===== src/rtl/imm_gen_pipe.sv =====
// RV32I/RV64I immediate decoder with a registered valid/ready output and a one-entry skid; 1-cycle latency.
// in_ready comes from a flop only, so stalls never create a combinational path back upstream.
module imm_gen_pipe #(
   parameter int XLEN  = 32,
   parameter int CNT_W = 8
) (
   input  logic             clk,
   input  logic             rst_n,
   input  logic             in_valid,
   output logic             in_ready,
   input  logic [31:0]      instruction,
   input  logic [2:0]       imm_src,
   output logic             out_valid,
   input  logic             out_ready,
   output logic [XLEN-1:0]  imm_data,
   output logic             imm_illegal,
   output logic [CNT_W-1:0] illegal_cnt
);

   typedef struct packed {
      logic [XLEN-1:0] data;
      logic            illegal;
   } beat_t;

   beat_t            dec_beat;
   beat_t            out_d, out_q;
   beat_t            skid_d, skid_q;
   logic             out_vld_d, out_vld_q;
   logic             skid_vld_d, skid_vld_q;
   logic [CNT_W-1:0] cnt_d, cnt_q;
   logic             fire_in;
   logic             out_free;
   logic             unused_opcode;

   // Opcode bits never select immediate content.
   assign unused_opcode = ^instruction[6:0];

   always_comb begin
      dec_beat = '0;
      unique case (imm_src)
         3'b000: dec_beat.data = {{(XLEN-12){instruction[31]}}, instruction[31:20]};
         3'b001: dec_beat.data = {{(XLEN-12){instruction[31]}}, instruction[31:25],
                                  instruction[11:7]};
         3'b010: dec_beat.data = {{(XLEN-12){instruction[31]}}, instruction[7],
                                  instruction[30:25], instruction[11:8], 1'b0};
         3'b011: dec_beat.data = {{(XLEN-31){instruction[31]}}, instruction[30:12], 12'b0};
         3'b100: dec_beat.data = {{(XLEN-20){instruction[31]}}, instruction[19:12],
                                  instruction[20], instruction[30:21], 1'b0};
         3'b101: dec_beat.data = {{(XLEN-6){1'b0}}, (XLEN == 64) & instruction[25],
                                  instruction[24:20]};
         3'b110: dec_beat.data = {{(XLEN-5){1'b0}}, instruction[19:15]};
         default: dec_beat.illegal = 1'b1;
      endcase
   end

   assign in_ready = ~skid_vld_q;
   assign fire_in  = in_valid & ~skid_vld_q;
   assign out_free = ~out_vld_q | out_ready;

   // The skid only fills while the output is stalled, so it drains first once the output frees.
   always_comb begin
      out_d      = out_q;
      out_vld_d  = out_vld_q;
      skid_d     = skid_q;
      skid_vld_d = skid_vld_q;
      if (out_free) begin
         if (skid_vld_q) begin
            out_d      = skid_q;
            out_vld_d  = 1'b1;
            skid_vld_d = 1'b0;
         end else if (fire_in) begin
            out_d     = dec_beat;
            out_vld_d = 1'b1;
         end else begin
            out_vld_d = 1'b0;
         end
      end else if (fire_in) begin
         skid_d     = dec_beat;
         skid_vld_d = 1'b1;
      end
   end

   always_comb begin
      cnt_d = cnt_q;
      if (fire_in && dec_beat.illegal && (cnt_q != {CNT_W{1'b1}})) begin
         cnt_d = cnt_q + CNT_W'(1);
      end
   end

   always_ff @(posedge clk) begin
      if (!rst_n) begin
         out_q      <= '0;
         out_vld_q  <= 1'b0;
         skid_q     <= '0;
         skid_vld_q <= 1'b0;
         cnt_q      <= '0;
      end else begin
         out_q      <= out_d;
         out_vld_q  <= out_vld_d;
         skid_q     <= skid_d;
         skid_vld_q <= skid_vld_d;
         cnt_q      <= cnt_d;
      end
   end

   assign out_valid   = out_vld_q;
   assign imm_data    = out_q.data;
   assign imm_illegal = out_q.illegal;
   assign illegal_cnt = cnt_q;

endmodule

===== config.mk =====
export PLATFORM = sky130hd
export DESIGN_NAME = imm_gen_pipe
export DESIGN_NICKNAME = d
export VERILOG_FILES = /design/src/rtl/imm_gen_pipe.sv
export SDC_FILE = /design/constraint.sdc
export NUM_CORES = 1
export LEC_CHECK = 0
export CORE_UTILIZATION = 30
export DETAILED_ROUTE_END_ITERATION = 8
export GPL_ROUTABILITY_DRIVEN = 0
export SLEW_MARGIN = 10
export SYNTH_ARGS = -nofsm -noshare
export SYNTH_HDL_FRONTEND = slang
export SYNTH_SLANG_ARGS = --single-unit

===== constraint.sdc =====
create_clock -name clk -period 1.64 [get_ports clk]
set_input_delay 0.41 -clock clk [delete_from_list [all_inputs] [get_ports clk]]
set_output_delay 0.41 -clock clk [all_outputs]
set_load 0.01 [all_outputs]

# Yosys cells after proc, flatten, opt, wreduce, memory -nomap -nowiden
# Index checks and enable logic that the tools add are counted.
# op_classes
muxes,6
n_eq_ne,7
n_addsub,1
reduce_logical,8
bitwise_logic,6
# op_table
operator,count
one-hot mux 32 bit (7 select lines),1
2-to-1 mux 33 bit,2
== test 3 bit (second input constant),3
adder 8 x 1 -> 8 bit (second input constant),1
inequality test 8 bit (second input constant),1
OR reduction 7 bit,1
== test 3 x 2 -> 1 bit (second input constant),2
NOT 1 bit,4
AND reduction 2 bit,2
== test 3 x 1 -> 1 bit (second input constant),1
zero test 3 bit,1
2-to-1 mux 1 bit,3
logical AND 1 bit,2
nonzero test 2 bit,1
OR reduction 2 bit,1
AND 1 bit,1
bitwise OR 1 bit,1
# word_totals
out_inout_bits,43
regBits,76
elab_cells,35
inputBits,39

# Logic depth before layout (Yosys ltp)
# depth
word_depth,5
ltp_mapped,6
mapped_depth_nobuf,5

# Least setup slack after synthesis
# No wires, ideal clock.
# synth_path
path_kind,input-to-reg
from,input imm_src[2]
to,register out_q (netlist bit imm_data[3])
t_arrival_ps,1383
setup_time_ps,126
setup_slack_ps,131
stages,6
n_path_buf,2
required_time_ps,1514
path_cell_list,buf_4 -> and2b_1 -> buf_4 -> a32o_1 -> nor4_1 -> nor4_1
# synth_via
elab_chain_cells,4
elab_cells_between_ends,10
classes_between,eq/ne (6); mux (3); reduce/logical (1)
# synth_lines
element,line,text
"start, declared",12,"input logic [2:0] imm_src,"
== test 3 bit (tied with other cells),40,unique case (imm_src)
one-hot mux 32 bit (7 select lines) *,40,
2-to-1 mux 33 bit *,71,end else if (fire_in) begin
2-to-1 mux 33 bit *,67,if (skid_vld_q) begin
"end signal, assigned",98,out_q <= out_d;
"end, declared",26,"beat_t out_d, out_q;"
# Every way passes the cells marked *; elsewhere a longest branch is shown, timed or not. The select of a mux whose other input is x is not followed.
# A chain may end at the register's enable or synchronous reset.

# Worst setup path in the final report
# layout_path
from,register out_q (netlist bit imm_data[9])
to,output imm_data[9]
# layout_rtl
element,line,text
"end, declared",15,"output logic [XLEN-1:0] imm_data,"
# No word-level cell between the ends.

==> results.toml <==
[synthesis]
synth_compound_area_share_pct = 29.2
synth-seq-cells = 76
yosys.area_share.xor_xnor_pct = 0
synth_cell_types = 53
syn-num-nets = 474
ys_top_cells_by_area = "dfxtp_1, a21oi_1, o21ai_0"
synth_flop_cell = "dfxtp_1"
yosysSeqAreaShare_pct = 42.7
async_reset_ff_share_pct = 0
synth_top_area_share_pct = 42.7
synth.avg_cell_area_um2 = 8.21
synth_top_family_by_area = "compound AO/OA/AOI/OAI gates"
synth_edf_count = 0
synth.cell_area_um2 = 3560
synth-simple-area-share_pct = 18.7
synthMuxAreaShare_pct = 2.28
synth_top_area_cell = "dfxtp_1"
netlist_instances = 434
synth_fa_ha_area_share_pct = 0.667
ys.warnings.count = 0

[layout]
drive_gt1_share_pct = 17.3
multi_input_area_um2 = 1860
fin_area_um2 = 5130
diodes = 0
fill_cells = 1141
num-nets-final = 572
seqCellArea_um2 = 1530
syn2layout_area_growth_pct = 44.2
fin_util_pct = 44.6

[route]
dr.pass1.iters = 7
drc = 10
num_vias = 3641
ant_nets = 0
wl_per_cell_um = 15.9
vias_per_cell = 5.35
wirelength_mm = 10.8
drt_iter0_drc = 229

[power_and_ir_drop]
power_leakage_nw = 2.23
ir_drop_mv = 0.471
power_w = 0.00481
p_per_area_nw_per_um2 = 937

[cts]
cts_setup_buffers = 0
clk_pin_slew_worst_paths_ns = 0.06
h-tree-depth = 3
numCtsBuffers = 9
cts_max_path_buffers = 2
clk_latency_ns = 0.34
clock_sinks = 76
clock-root-buffer = "clkbuf_16"
cts_tree = "yes"

[critical_path]
worstReg2RegStart = "skid_vld_q$_SDFFE_PP0P_"
crit_cells = 1
rr_worst_depth = 4
endpoint = "imm_data[9]"
regToRegEndpoint = "illegal_cnt[4]$_SDFFE_PN0P_"
worst-setup-path-type = "reg2out"
cp_slowest_cell = "clkdlybuf4s50_1"
cp.required_ns = 1.23
path_buf_inv = 1
critical-path-top-delay-family = "buffers and inverters"
crit_chain = "clkdlybuf4s50_1"
crit_fanout = 2
crit_path_max_incr_delay_ns = 0.54
cp-startpoint = "imm_data[9]$_SDFFE_PN0P_"
cp-start-kind = "flop"
critical_path.endpoint_type = "output pin"
r2r_slack_ns = 0.15
cp.arrival_ns = 1.21

[floorplan]
die_area_um2 = 12300
core_area_um2 = 11500
die_y_um = 111
row_count = 39
dieWidth_um = 111
io_pins = 82
start_util_pct = 30.9

[timing]
fmax_mhz = 618
final-hold-violation-count = 0
tightestPinTransition_ns = 0.372
fin_skew_ns = 0.0130
rsz0062_at_grt = "false"
min_period_ns = 1.62
maxSlewViolCount = 0
maxSlewHeadroom_pct = 74.9
period_share_pct = 98.7
finalSetupTns_ns = 0
setup_viol = 0

[global_route]
grt_pass1_wl_mm = 17.9
antenna_found_initial = 0
grt_start_max_net_pins = 52
grt_pass1_vias = 3436
grt_usage_pct = 18.1
globalRouteOverflowTotal = 0

[status]
outcome = "finished, violations left"
violations = "DRC"

[flow_run]
maxCapViolCount = 0

[placed_design]
dpl.hpwl_mm = 7.61
placed_area_um2 = 4760
port_buffers = 74

[worst_hold_path]
hp-class = "reg2reg"
-- final cells by class --
type	instances	area share [%]
inverters	6	0.439
clock inverters	7	1.63
well taps	143	3.48
clock buffers	9	4.39
repair buffers	129	24.1
flip-flops and latches	76	29.8
multi-input cells	310	36.1
-- layer usage --
metal  track usage, %  vias to the layer above  share of wire, %
met5                0                        -                 0
met4             7.12                        0               1.3
met3             2.84                       11               4.6
met2             29.6                       82                48
met1             24.0                     1729                47
li1                 -                     1819                 -
-- cells by family (layout without fill, tap and decap cells) --
group	count (synthesis)	in the layout
AO/OA/AOI/OAI	167	167
AND/OR/NAND/NOR	133	133
flip-flops	76	76
buffers and inverters	48	151
multiplexers	8	8
adder cells (fa/ha/maj)	2	2
-- cell usage in the layout, fill, tap and decap left out, types with 3 or more instances in the layout --
master,Yosys,layout
clkinv_4,0,3
o21ai_0,38,37
nor4_1,10,8
o21ai_1,11,12
a211oi_1,5,3
dlygate4sd2_1,0,27
buf_12,0,6
o211ai_1,12,12
clkdlybuf4s50_1,0,29
a32o_1,4,4
nand2_1,21,21
dlymetal6s2s_1,0,17
o221ai_1,9,9
a22oi_1,6,6
and3_1,4,4
nor3_1,12,12
nand3_1,35,35
o22a_1,8,8
clkbuf_16,0,9
a221oi_1,6,6
nor2_1,33,32
mux2i_1,7,7
dfxtp_1,76,70
a21oi_1,56,56
buf_4,3,47
inv_1,5,5
dfxtp_2,0,6
-- stage by stage --
step | std cells | worst slack [ns] | hold slack, ns
after floorplan | 434 | 0.131 | 0.436
after global placement | 664 | -0.522 | 0.443
after detailed placement | 664 | -0.577 | 0.445
after CTS | 680 | 0.0000544 | 0.455
after global routing | 680 | 0.000305 | 0.488
final | 680 | 0.0213 | 0.458
-- worst min path at each step --
stage / from / to / slack [ns] / cells past startpoint
after floorplan: skid_q[32]$_SDFFE_PN0P_ / skid_q[32]$_SDFFE_PN0P_ / 0.44 / 2
after global placement: skid_q[32]$_SDFFE_PN0P_ / skid_q[32]$_SDFFE_PN0P_ / 0.44 / 2
after detailed placement: skid_q[32]$_SDFFE_PN0P_ / skid_q[32]$_SDFFE_PN0P_ / 0.45 / 2
after CTS: skid_q[32]$_SDFFE_PN0P_ / skid_q[32]$_SDFFE_PN0P_ / 0.46 / 2
after global routing: imm_data[21]$_SDFFE_PN0P_ / imm_data[21]$_SDFFE_PN0P_ / 0.49 / 2
final: skid_q[32]$_SDFFE_PN0P_ / skid_q[32]$_SDFFE_PN0P_ / 0.46 / 2
-- cells in the mapped netlist, drive strengths merged, types with 9 or more instances --
master  number
nor3        12
buf         22
o211ai      12
nand3       36
nand2       21
nor2        33
clkbuf      20
dfxtp       76
a21oi       56
o221ai       9
nor4        10
o21ai       50
-- power by group --
part / leakage [nW] / total [W] / switching, W / internal (W)
logic: 1.46 / 0.000766 / 0.000391 / 0.000375
registers: 0.623 / 0.00198 / 0.0000464 / 0.00193
clock network: 0.148 / 0.00206 / 0.000862 / 0.00120
total: 2.23 / 0.00481 / 0.00130 / 0.00351
-- state kept, by name (all words and copies together) (netlist names) --
name         count
skid_vld_q       1
skid_q          33
imm_data        32
illegal_cnt      8
imm_illegal      1
out_valid        1
-- what timing repair did --
item	CTS	global route
hold endpoints to repair	0	0
hold buffers	0	0
resized for setup	38	25
endpoints found under the setup margin	65	52
-- worst min-delay path, cell delays in order (launching register included) --
cell and delay (ns):
dfxtp_1 0.31, nand2_1 0.05, a21oi_1 0.05
Note: power is estimated with default switching activity, not from simulation.
